$ cat config.mk
export PLATFORM = sky130hd
export DESIGN_NAME = video_frame_scheduler
export DESIGN_NICKNAME = d
export VERILOG_FILES = /design/src/rtl/video_frame_scheduler.sv
export SDC_FILE = /design/constraint.sdc
export NUM_CORES = 1
export LEC_CHECK = 0
export CAP_MARGIN = 20
export CELL_PAD_IN_SITES_DETAIL_PLACEMENT = 0
export CELL_PAD_IN_SITES_GLOBAL_PLACEMENT = 1
export CORE_MARGIN = 8
export CORE_UTILIZATION = 46
export CTS_BUF_LIST = sky130_fd_sc_hd__clkbuf_8
export CTS_CLUSTER_DIAMETER = 80
export CTS_CLUSTER_SIZE = 24
export DETAILED_ROUTE_END_ITERATION = 7
export PLACE_DENSITY_LB_ADDON = 0.1
export RECOVER_POWER = 100
export SLEW_MARGIN = 40
export SYNTH_ARGS = -nofsm -noshare
export SYNTH_HDL_FRONTEND = slang
export SYNTH_SLANG_ARGS = --single-unit
$ cat constraint.sdc
create_clock -name clk -period 3 [get_ports clk]
set_clock_uncertainty 0.2 [all_clocks]
set_input_delay 0.6 -clock clk [delete_from_list [all_inputs] [get_ports clk]]
set_output_delay 0.6 -clock clk [all_outputs]
set_load 0.03 [all_outputs]
$ cat src/rtl/video_frame_scheduler.sv
// video_frame_scheduler: sequences frame starts to a video source, with a per-frame watchdog,
// pixel/line size checking and an inter-frame gap.
module video_frame_scheduler #(
  parameter int FRAME_GAP = 16,
  parameter int TIMEOUT   = 700000,
  parameter int EXP_H     = 800,
  parameter int EXP_V     = 600
) (
  input  logic       clk,
  input  logic       rst_n,
  input  logic       start,
  input  logic       abort,
  input  logic [7:0] num_frames,
  output logic       src_begin,
  input  logic       src_done,
  input  logic       src_valid,
  output logic       busy,
  output logic       done,
  output logic [7:0] frame_cnt,
  output logic       err_timeout,
  output logic       err_size
);
  typedef enum logic [2:0] {IDLE, LAUNCH, RUN, GAP, FIN} state_t;
  localparam int WW = $clog2(TIMEOUT + 1);
  localparam int TO_LAST = TIMEOUT > 1 ? TIMEOUT - 2 : 0;
  state_t state, next;
  logic [WW-1:0] wd;
  logic [15:0] gap_cnt, pix, line, line_inc;
  logic [7:0] num_lat, fc_inc;
  logic prev_valid, fall, to_hit, fin_cnt;
  always_comb begin
    fall = state == RUN && prev_valid && !src_valid;
    fc_inc = frame_cnt + 8'd1;
    line_inc = (line == '1) ? line : line + 16'd1;
    to_hit = wd == WW'(TO_LAST);
    fin_cnt = num_lat != 8'd0 && fc_inc == num_lat;
    next = state;
    case (state)
      IDLE:    next = start ? LAUNCH : IDLE;
      LAUNCH:  next = abort ? FIN : RUN;
      RUN:     next = src_done ? ((abort || fin_cnt) ? FIN : GAP) : ((abort || to_hit) ? FIN : RUN);
      GAP:     next = abort ? FIN : (gap_cnt == 16'(FRAME_GAP - 1)) ? LAUNCH : GAP;
      FIN:     next = IDLE;
      default: next = IDLE;
    endcase
  end
  always_ff @(posedge clk) begin
    if (!rst_n) begin
      state <= IDLE;
      src_begin <= 1'b0;
      busy <= 1'b0;
      done <= 1'b0;
      frame_cnt <= '0;
      err_timeout <= 1'b0;
      err_size <= 1'b0;
      num_lat <= '0;
      wd <= '0;
      gap_cnt <= '0;
      pix <= '0;
      line <= '0;
      prev_valid <= 1'b0;
    end else begin
      state <= next;
      src_begin <= next == LAUNCH;
      busy <= next != IDLE;
      done <= state == FIN;
      prev_valid <= state == RUN && src_valid;
      gap_cnt <= state == GAP ? gap_cnt + 16'd1 : 16'd0;
      if (state == IDLE && start) begin
        num_lat <= num_frames;
        frame_cnt <= '0;
        err_timeout <= 1'b0;
        err_size <= 1'b0;
      end
      if (state == LAUNCH) begin
        wd <= '0;
        pix <= '0;
        line <= '0;
      end
      if (state == RUN) begin
        wd <= wd + 1'b1;
        if (src_valid && pix != '1) pix <= pix + 16'd1;
        if (fall) begin
          pix <= '0;
          line <= line_inc;
          if (pix != 16'(EXP_H)) err_size <= 1'b1;
        end
        // a line closing in the same cycle as src_done still counts toward the frame
        if (src_done) begin
          frame_cnt <= fc_inc;
          if ((fall ? line_inc : line) != 16'(EXP_V)) err_size <= 1'b1;
        end else if (to_hit) err_timeout <= 1'b1;
      end
    end
  end
endmodule
==> impl_metrics.yaml <==
detailed_routing:
  drt-pass1-iter-count: 4
  drt_iter0_drc: 340
  wl_per_cell_um: 14.9
  antenna_left: 0
  post-route-drc-count: 0
  avgViaCountPerCell: 5.64
  vias: 4446
  routed_wl_um: 11800
floorplanning:
  die_area_sq_mm: 0.0142
  rows: 37
  io_pins: 27
  die_w_um: 119
  fp.dieH_um: 119
  start_util: 0.475
  coreArea_sq_mm: 0.0103
global_route:
  grt_pass1_vias: 4215
  antenna_found_initial: 0
  gr-total-overflow: 0
  grtUsageTotal: 0.171
  grt_pass1_wl_um: 20300
  grt_max_degree: 43
yosys:
  synth_nets: 646
  synth_cells: 625
  synthArstFlopShare: 0
  synth.yosys.seq_area_share: 0.380
  synth_area_per_cell_sq_um: 7.85
  synth.largest_area_cell: "dfxtp_1"
  synth_top_area_frac: 0.380
  synth_cell_type_count: 66
  synthFlopType: "dfxtp_1"
  ys_top_cells_by_area: "dfxtp_1 (38%), nor2_1 (6.3%), nand2_1 (5.8%)"
  netlist_area_sq_mm: 0.00490
  ys_seq_elements: 93
  synth-edff-count: 0
  ys_warn_count: 0
clock_network:
  hold_buffers: 0
  clk_latency_ns: 0.37
  clockBufferDepth: 2
  post-cts-setup-buffers: 0
  clk_pin_slew_ns: 0.09
  numCtsBuffers: 9
  cts_root_buffer: "clkbuf_8"
  cts_resized: 0
  htree_num_levels: 3
  clock_sinks: 93
  cts_tree: "built"
pwr:
  intPower_mw: 1.76
  power_frac_clock: 0.387
  leakagePower_nw: 1.91
  swShare: 0.241
  seq_power_share: 0.544
  switching_power_uw: 558
  powerDensity_mw_per_mm2: 424
  comb_power_share: 0.069
  ir_drop_v: 0.000289
timing:
  tns_ns: 0
  post-route-min-period_ns: 2.70
  max_slew_margin: 0.372
  clock.fmax_mhz: 371
  tightest_slew_ns: 0.942
  hold_violations: 0
  finalCritPeriodShare: 0.900
  slew_viol_final: 0
  fin_ws_ns: 0.301
  rsz0062_at_grt: "no"
  finalSetupViolCount: 0
critical_path:
  critical_path_arrival_ns: 2.77
  critPathLaunchType: "register"
  slowest_delay_ns: 0.44
  worstPathRequired_ns: 3.07
  cp_slowest_cell: "dfxtp_1"
  crit_type: "register to register"
  worst-path-max-fanout: 7
  cp_cell_sequence: "ha_1, nand3_2, nor3_2, nand2b_1, o41ai_1, a21oi_1, o31a_1"
  worstSetupEndpointType: "register"
status:
  outcome: "completed"
placement:
  place_hpwl_um: 8420
  pre_cts_ws_ns: 0.318
  port_buffers: 26
  place_area_sq_mm: 0.00531
  gp_congestion: 0.868
cells_and_area:
  diodes: 0
  layout-drive-gt1-share: 0.0660
  syn_to_final_growth_pct: 11.4
  finalInstanceArea_sq_mm: 0.00546
  fin_nets: 668
job:
  maxCapViolations: 0
hold_path:
  hp-class: "register to register"
==> critical path, delay by kind of cell (launching register included) <==
family / cells / cell delay, ns
DFF: 1 / 0.44
adders and majority gates: 1 / 0.34
AOI/OAI and AO/OA: 3 / 0.82
and+or+nand+nor: 3 / 0.79
==> sequential cells by signal, summed over array words and instances, names as in the netlist, 3 cells and up <==
signal and cells:
state 3, pix 16, line 16, gap_cnt 16
num_lat 8, frame_cnt 8, wd 20
==> path summary, 6_finish.rpt <==
kind,depth (start not counted),slack (ns),endpoint,startpoint
max,7,0.30,err_size$_SDFF_PN0_,line[0]$_SDFF_PN0_
min reg2reg,1,0.25,gap_cnt[0]$_SDFF_PN0_,gap_cnt[0]$_SDFF_PN0_
min,1,0.25,gap_cnt[0]$_SDFF_PN0_,gap_cnt[0]$_SDFF_PN0_
max reg2reg,7,0.30,err_size$_SDFF_PN0_,line[0]$_SDFF_PN0_
==> cell families (layout without fill, tap and decap cells) <==
family,after synthesis,in the layout,share of synthesized area
adder cells (fa/ha/maj),7,7,0.0179
buffers and inverters,43,70,0.0360
multiplexers,6,6,0.0135
XOR/XNOR,34,34,0.0607
AO/OA/AOI/OAI,122,122,0.155
AND/OR/NAND/NOR,320,320,0.337
flip-flops,93,93,0.380
==> per-layer routing <==
metal,GRT usage,part of all wire,up-vias
met3,0.0326,0.040,15
met5,0,0,-
met1,0.221,0.48,2092
met4,0.0791,0.018,0
li1,-,-,2268
met2,0.269,0.46,71
==> layout make-up <==
cell class                 count  area [sq um]
tap                          136           170
timing repair buffer          37           333
fill                         995          4860
sequential                    93          1860
clock buffer                  12           165
multi-input combinational    489          2820
inverter                      17          63.8
clock inverter                 4          45.0
==> through the flow <==
step	utilization	power (mW)	cells	hold WS (ns)
6_report	0.529	2.32	788	0.249
5_1_grt	0.529	2.43	788	0.286
4_1_cts	0.534	2.36	788	0.253
3_5_place_dp	0.514	1.45	772	0.234
3_3_place_gp	0.514	1.45	772	0.226
2_1_floorplan	-	1.39	625	0.218
==> cells in the final DEF (no fill, tap or decap), types with 4 or more instances in the layout <==
cell / count
nor4_1: 11
buf_4: 8
o21a_1: 4
a41oi_1: 4
and3_1: 14
xor2_1: 18
and4_1: 4
nand2_1: 77
nand2b_1: 4
dfxtp_1: 93
nand3b_1: 4
nor2_1: 83
or3_1: 8
a21oi_1: 46
clkdlybuf4s50_1: 12
ha_1: 7
nor3b_1: 4
mux2i_1: 4
nand4_1: 11
dlygate4sd3_1: 14
or4_1: 5
a31oi_1: 4
o21ai_0: 29
nor3_1: 16
nand3_1: 51
inv_1: 17
xnor2_1: 16
clkbuf_8: 12
a22oi_1: 6
nor2b_1: 4
==> cell usage after synthesis, types with 5 or more instances <==
master / count
clkbuf_1: 18
nor2_1: 82
or3_1: 8
buf_2: 6
ha_1: 7
or4_1: 5
nand4_1: 10
xor2_1: 18
o21ai_0: 19
nor4_1: 11
inv_1: 17
nor3_1: 16
dfxtp_1: 93
nand3_1: 50
and3_1: 14
nand2_1: 76
xnor2_1: 16
o21ai_1: 13
a22oi_1: 6
a21oi_1: 46
==> power groups by stage <==
| stage | Combinational, mW | Clock (mW) | Sequential, mW |
|---|---|---|---|
| after global placement | 0.161 | 0 | 1.29 |
| final | 0.159 | 0.896 | 1.26 |
| after detailed placement | 0.162 | 0 | 1.29 |
| after CTS | 0.164 | 0.931 | 1.26 |
| after floorplan | 0.0945 | 0 | 1.29 |
| after global routing | 0.179 | 0.988 | 1.26 |
Note: power is estimated with default switching activity, not from simulation.
